===== src/rtl/cv32e40x_pkg.sv =====
// Shared core definitions used by the instruction-side OBI interface.
package cv32e40x_pkg;

    typedef enum logic [0:0] {
        TRANSPARENT = 1'b0,
        REGISTERED  = 1'b1
    } obi_if_state_e;

endpackage


===== src/rtl/cv32e40x_instr_obi_outstanding_if.sv =====
// Instruction fetch OBI interface: keeps address phase stable while ungranted,
// tracks outstanding transactions and drops responses belonging to killed fetches.
module cv32e40x_instr_obi_outstanding_if
    import cv32e40x_pkg::*;
#(
    parameter int unsigned MAX_OUTSTANDING = 2
) (
    input  logic                                       clk,
    input  logic                                       rst,
    input  logic                                       trans_valid_i,
    output logic                                       trans_ready_o,
    input  logic [31:0]                                trans_addr_i,
    input  logic [2:0]                                 trans_prot_i,
    input  logic                                       kill_i,
    output logic                                       resp_valid_o,
    output logic [31:0]                                resp_rdata_o,
    output logic                                       resp_err_o,
    output logic                                       obi_req_o,
    input  logic                                       obi_gnt_i,
    output logic [31:0]                                obi_addr_o,
    output logic [2:0]                                 obi_prot_o,
    input  logic                                       obi_rvalid_i,
    input  logic [31:0]                                obi_rdata_i,
    input  logic                                       obi_err_i,
    output logic [$clog2(MAX_OUTSTANDING+1)-1:0]       outstanding_o,
    output logic                                       idle_o
);

    localparam int unsigned    CNT_W   = $clog2(MAX_OUTSTANDING + 1);
    localparam logic [CNT_W-1:0] CNT_MAX = CNT_W'(MAX_OUTSTANDING);

    if ((MAX_OUTSTANDING == 0) || (MAX_OUTSTANDING > 8)) begin : g_param_check
        $error("MAX_OUTSTANDING must be within 1..8");
    end

    obi_if_state_e    state_q, state_d;
    logic [CNT_W-1:0] cnt_q, cnt_d;
    logic [CNT_W-1:0] drop_q, drop_d;
    logic             kill_pend_q, kill_pend_d;
    logic [31:0]      addr_q, addr_d;
    logic [2:0]       prot_q, prot_d;
    logic             cnt_full;
    logic             granted;
    logic             drop_rvalid;

    // Address phase, handshake and response forwarding
    always_comb begin
        cnt_full      = (cnt_q >= CNT_MAX);
        trans_ready_o = (state_q == TRANSPARENT) && !cnt_full && !kill_i;
        obi_req_o     = trans_valid_i && !cnt_full && !kill_i;
        obi_addr_o    = trans_addr_i;
        obi_prot_o    = trans_prot_i;
        if (state_q == REGISTERED) begin
            obi_req_o  = 1'b1;
            obi_addr_o = addr_q;
            obi_prot_o = prot_q;
        end
        granted       = obi_req_o && obi_gnt_i;
        drop_rvalid   = obi_rvalid_i && (drop_q != '0);
        resp_valid_o  = obi_rvalid_i && !kill_i && (drop_q == '0);
        resp_rdata_o  = obi_rdata_i;
        resp_err_o    = obi_err_i;
        idle_o        = (cnt_q == '0) && (state_q == TRANSPARENT) && !kill_pend_q;
        outstanding_o = cnt_q;
    end

    // Next-state: FSM, outstanding counter and kill bookkeeping
    always_comb begin
        state_d     = state_q;
        addr_d      = addr_q;
        prot_d      = prot_q;
        cnt_d       = cnt_q;
        drop_d      = drop_q;
        kill_pend_d = kill_pend_q;

        case (state_q)
            TRANSPARENT: begin
                if (obi_req_o && !obi_gnt_i) begin
                    state_d = REGISTERED;
                    addr_d  = trans_addr_i;
                    prot_d  = trans_prot_i;
                end
            end
            REGISTERED: begin
                if (obi_gnt_i) begin
                    state_d = TRANSPARENT;
                end
            end
            default: state_d = TRANSPARENT;
        endcase

        if (granted && !obi_rvalid_i) begin
            if (!cnt_full) begin
                cnt_d = cnt_q + CNT_W'(1);
            end
        end else if (!granted && obi_rvalid_i) begin
            if (cnt_q != '0) begin
                cnt_d = cnt_q - CNT_W'(1);
            end
        end

        // Everything in flight at kill time (including a still-ungranted request) must be discarded
        if (kill_i) begin
            drop_d      = cnt_d;
            kill_pend_d = (state_q == REGISTERED) && !obi_gnt_i;
        end else begin
            if (kill_pend_q && obi_gnt_i) begin
                drop_d      = drop_d + CNT_W'(1);
                kill_pend_d = 1'b0;
            end
            if (drop_rvalid) begin
                drop_d = drop_d - CNT_W'(1);
            end
        end
    end

    always_ff @(posedge clk) begin
        if (rst) begin
            state_q     <= TRANSPARENT;
            cnt_q       <= '0;
            drop_q      <= '0;
            kill_pend_q <= 1'b0;
            addr_q      <= '0;
            prot_q      <= '0;
        end else begin
            state_q     <= state_d;
            cnt_q       <= cnt_d;
            drop_q      <= drop_d;
            kill_pend_q <= kill_pend_d;
            addr_q      <= addr_d;
            prot_q      <= prot_d;
        end
    end

    a_rvalid_without_outstanding: assert property (
        @(posedge clk) disable iff (rst) !(obi_rvalid_i && (cnt_q == '0))
    ) else $error("obi_rvalid_i received with no outstanding transaction");

endmodule


===== config.mk =====
export PLATFORM = sky130hd
export DESIGN_NAME = cv32e40x_instr_obi_outstanding_if
export DESIGN_NICKNAME = d
export VERILOG_FILES = /design/src/rtl/cv32e40x_pkg.sv /design/src/rtl/cv32e40x_instr_obi_outstanding_if.sv
export SDC_FILE = /design/constraint.sdc
export NUM_CORES = 1
export LEC_CHECK = 0
export ABC_AREA = 1
export CORE_UTILIZATION = 33
export CTS_CLUSTER_DIAMETER = 150
export DETAILED_ROUTE_END_ITERATION = 6
export PLACE_DENSITY = 0.77
export SYNTH_ARGS = -nofsm -noshare
export SYNTH_HDL_FRONTEND = slang
export SYNTH_SLANG_ARGS = --single-unit

===== constraint.sdc =====
create_clock -name clk -period 1.5 [get_ports clk]
set_input_delay 0.225 -clock clk [delete_from_list [all_inputs] [get_ports clk]]
set_output_delay 0.225 -clock clk [all_outputs]
set_load 0.03 [all_outputs]

==> impl_summary.log <==
[metrics] Final setup viols: 37
[metrics] status: finished with violations
[metrics] maximum single-stage delay on the critical path: 0.37 ns
[metrics] cell area after technology mapping: 2320 sq um
[metrics] number of DRC violations after detailed routing: 0
[metrics] violations in the final reports: negative setup slack
[metrics] vias in the first global route: 2267
[metrics] wire length of the first global-routing pass: 10.6 mm
[metrics] Via density: 4.62
[metrics] pin count of the biggest net entering global routing: 25
[metrics] vias post-DR: 2463
[metrics] Hold WC Path Type: in2reg
[metrics] top post-synthesis cells by area: sky130_fd_sc_hd__dfxtp_1 35%, sky130_fd_sc_hd__nand2_1 19%, sky130_fd_sc_hd__nor2_1 12%
[metrics] count of fill cells added during filler insertion: 666
[metrics] most crowded layer after global routing: met2
[metrics] number of buffer and inverter instances along the worst setup path: 3
[metrics] Post-Syn Area per Cell: 6.35 sq um
[metrics] count of mapped cells out of synthesis: 366
[metrics] Period minus WS final: 1.58 ns
[metrics] combined area of the multi-input logic cells: 1320 sq um
[metrics] Area Overhead vs Synth: 53.3%
[metrics] number of distinct library cells after synthesis: 24
[metrics] Post-Layout Inst Area: 3560 sq um
[metrics] post-layout worst setup margin: -0.0786 ns
[metrics] H-tree lvl count: 2
[metrics] total length of routed wires: 6.75 mm
[metrics] cell area after placement: 3000 sq um
[metrics] area of the placeable core: 6790 sq um
[metrics] highest achievable clock rate: 0.633 GHz
[metrics] maximum fanout along the worst path: 5
[metrics] number of hold-repair buffers added at the cts stage: 0
[metrics] cell class contributing the biggest share of worst-path delay: simple AND/OR/NAND/NOR gates
[metrics] number of nets in the layout: 514
[metrics] required time at the worst-slack endpoint: 1.73 ns
[metrics] DRC violation total after the first TritonRoute iteration: 110
[metrics] global-route usage over all layers: 0.181
[metrics] unrepaired setup endpoints after global routing: true
[metrics] sequential element share of the synthesized area: 0.353
[metrics] total power of the final layout: 2.85 mW
[metrics] total number of placement rows: 30
[metrics] net count after synthesis: 444
[metrics] number of antenna repair diodes: 0
[metrics] register area: 832 sq um
[metrics] aggregate global routing overflow: 0
[metrics] number of nets with antenna violations after routing: 0
[metrics] class of the most critical setup path: reg2reg
[metrics] number of top-level design ports: 148
[metrics] fraction of final layout cells with drive strength greater than 1: 0.300
[metrics] highest-delay cell along the critical path: sky130_fd_sc_hd__dfxtp_4
[metrics] final setup TNS: -1.30 ns
[metrics] Leak: 1.69 nW
[metrics] synth warn: 0
[metrics] Fin Clk Skew: 0.00629 ns
[metrics] clock sink total: 41
[metrics] Clock Latency Late Sink: 0.29 ns
[metrics] weighted congestion at the end of routability-driven global placement: 0.812
[metrics] width of the die: 85.9 um
[metrics] P per Cell Area: 801 nW/um^2
[metrics] detail-routed net length per standard cell: 12.7 um
[metrics] final worst-path cycle share: 1.05
[metrics] maxcap violations: 0
[metrics] Yosys reg bits: 41
[metrics] met3 demand-to-capacity share in global routing: 0.0260
[metrics] Detail Placement HPWL: 4.30 mm
[metrics] DIE HEIGHT: 85.9 um
[metrics] area share of the leading cell type in the synthesized netlist: 0.353
[metrics] antenna violations before repair: 0
[metrics] Tightest Pin Transition: 0.308 ns
[metrics] startpoint types: register
[metrics] Max-Slew Margin vs Limit: 0.789
[metrics] list of cells traversed by the critical path: inv_4, ha_4, nor2_4, nand2_4, nor3_4, buf_12, buf_8, o21ai_2, nor2_1
[metrics] Buffers on Ports: 81
[metrics] initial standard-cell utilization of the core: 0.342
[metrics] cell taking the most area after synthesis: sky130_fd_sc_hd__dfxtp_1
[metrics] CTS tree: done
[metrics] arrival time of the worst setup path: 1.81 ns
[metrics] maximum root-to-sink buffer count: 2
[metrics] IR drop worst, VDD: 0.508 mV
[metrics] count of pins over their slew limit: 0
[metrics] global-route met1 utilization: 0.231
[metrics] GRT met2 Usage: 0.311
[metrics] root cell of the clock tree: sky130_fd_sc_hd__clkbuf_8
[metrics] dpl ws: -0.356 ns
[metrics] clock transition at the registers of the reported paths: 0.08 ns
[metrics] die area: 7380 sq um
[metrics] final hold violations: 0
[metrics] drt first pass iters: 4
[metrics] capturing element type of the critical path: register
[metrics] Num CTS Buffers: 5
==> kinds of logic (layout without fill, tap and decap cells) <==
group / after synthesis / in the layout / synth area share
AO/OA/AOI/OAI: 42 / 42 / 0.0921
adder cells (fa/ha/maj): 4 / 4 / 0.0215
flip-flops: 41 / 41 / 0.353
buffers and inverters: 71 / 142 / 0.175
XOR/XNOR: 1 / 1 / 0.00377
AND/OR/NAND/NOR: 207 / 207 / 0.354
==> sequential cells by signal, indices dropped and copies added, names as in the netlist <==
signal,cells
prot_q,3
addr_q,32
outstanding_o,2
state_q,1
kill_pend_q,1
drop_q,2
==> area by class of cell <==
type,count,area share
tap,96,0.0337
timing repair buffer,109,0.280
inverter,20,0.0299
sequential,41,0.234
multi-input combinational,254,0.371
clock inverter,1,0.00843
clock buffer,7,0.0242
timing repair inverter,5,0.0197
==> where the power goes <==
part           internal (mW)  switching, mW  total, mW
clock network          0.543          0.371      0.914
registers               1.14         0.0311       1.17
logic                  0.329          0.439      0.768
total                   2.01          0.841       2.85
==> per-stage QoR <==
step | hold slack (ns) | utilization | instances
after CTS | 0.450 | 0.499 | 525
after global routing | 0.355 | 0.524 | 533
after floorplan | 0.284 | - | 366
final | 0.339 | 0.524 | 533
after global placement | 0.450 | 0.442 | 511
after detailed placement | 0.450 | 0.442 | 511
==> synthesized netlist by cell type, drive strengths merged <==
| library cell | number |
|---|---|
| a2111oi | 1 |
| a21oi | 3 |
| buf | 39 |
| clkbuf | 12 |
| dfxtp | 41 |
| ha | 4 |
| inv | 20 |
| nand2 | 118 |
| nand3 | 9 |
| nand4 | 2 |
| nor2 | 74 |
| nor3 | 2 |
| nor3b | 1 |
| nor4 | 1 |
| o21ai | 38 |
| xor2 | 1 |
==> routing by layer <==
layer / vias up / part of all wire
met4: 0 / 0.0093
met3: 16 / 0.058
met5: - / 0
li1: 1244 / -
met1: 1119 / 0.44
met2: 84 / 0.49
==> worst paths after layout <==
kind	from	end	slack (ns)	depth (start not counted)
worst max-delay path	outstanding_o[0]	prot_q[2]	-0.08	9
worst min-delay path	obi_gnt_i	kill_pend_q	0.34	2
worst max register to register	outstanding_o[0]	prot_q[2]	-0.08	9
worst min register to register	addr_q[31]	addr_q[31]	0.51	2
==> what timing repair did <==
item | CTS | global route
setup buffers | 3 | 7
pin swaps | 5 | 10
setup endpoints to repair | 76 | 75
cloned | 3 | 2
gates resized for setup | 72 | 33
endpoints found under the hold margin | 0 | 0
==> layout by cell type, fill, tap and decap left out <==
master,n
sky130_fd_sc_hd__xor2_1,1
sky130_fd_sc_hd__nor3_2,1
sky130_fd_sc_hd__clkdlybuf4s50_1,38
sky130_fd_sc_hd__clkinv_8,1
sky130_fd_sc_hd__dlygate4sd2_1,3
sky130_fd_sc_hd__clkbuf_8,6
sky130_fd_sc_hd__nor4_4,1
sky130_fd_sc_hd__dlymetal6s2s_1,1
sky130_fd_sc_hd__o21ai_0,31
sky130_fd_sc_hd__a2111oi_0,1
sky130_fd_sc_hd__inv_12,2
sky130_fd_sc_hd__inv_6,2
sky130_fd_sc_hd__dfxtp_4,3
sky130_fd_sc_hd__buf_6,11
sky130_fd_sc_hd__o21ai_2,2
sky130_fd_sc_hd__nor3b_1,1
sky130_fd_sc_hd__inv_1,16
sky130_fd_sc_hd__nor2_2,16
sky130_fd_sc_hd__ha_1,3
sky130_fd_sc_hd__ha_4,1
sky130_fd_sc_hd__o21ai_1,5
sky130_fd_sc_hd__nand3_1,8
sky130_fd_sc_hd__dfxtp_1,38
sky130_fd_sc_hd__nand3_2,1
sky130_fd_sc_hd__clkbuf_1,1
sky130_fd_sc_hd__bufinv_16,1
sky130_fd_sc_hd__nor2_4,16
sky130_fd_sc_hd__inv_4,1
sky130_fd_sc_hd__nor2_1,42
sky130_fd_sc_hd__buf_12,2
sky130_fd_sc_hd__buf_4,53
sky130_fd_sc_hd__inv_2,1
sky130_fd_sc_hd__nand2_1,112
sky130_fd_sc_hd__nand2_4,3
sky130_fd_sc_hd__nand4_1,2
sky130_fd_sc_hd__inv_16,2
sky130_fd_sc_hd__nand2_2,3
sky130_fd_sc_hd__a21oi_1,3
sky130_fd_sc_hd__buf_8,1
sky130_fd_sc_hd__nor3_4,1
==> worst register-to-register path: stages (launching register included) <==
cell and delay, ns:
sky130_fd_sc_hd__dfxtp_4 0.37, sky130_fd_sc_hd__inv_4 0.04, sky130_fd_sc_hd__ha_4 0.16, sky130_fd_sc_hd__nor2_4 0.10
sky130_fd_sc_hd__nand2_4 0.07, sky130_fd_sc_hd__nor3_4 0.26, sky130_fd_sc_hd__buf_12 0.24, sky130_fd_sc_hd__buf_8 0.14
sky130_fd_sc_hd__o21ai_2 0.05, sky130_fd_sc_hd__nor2_1 0.10
(Power assumes the default switching activity.)
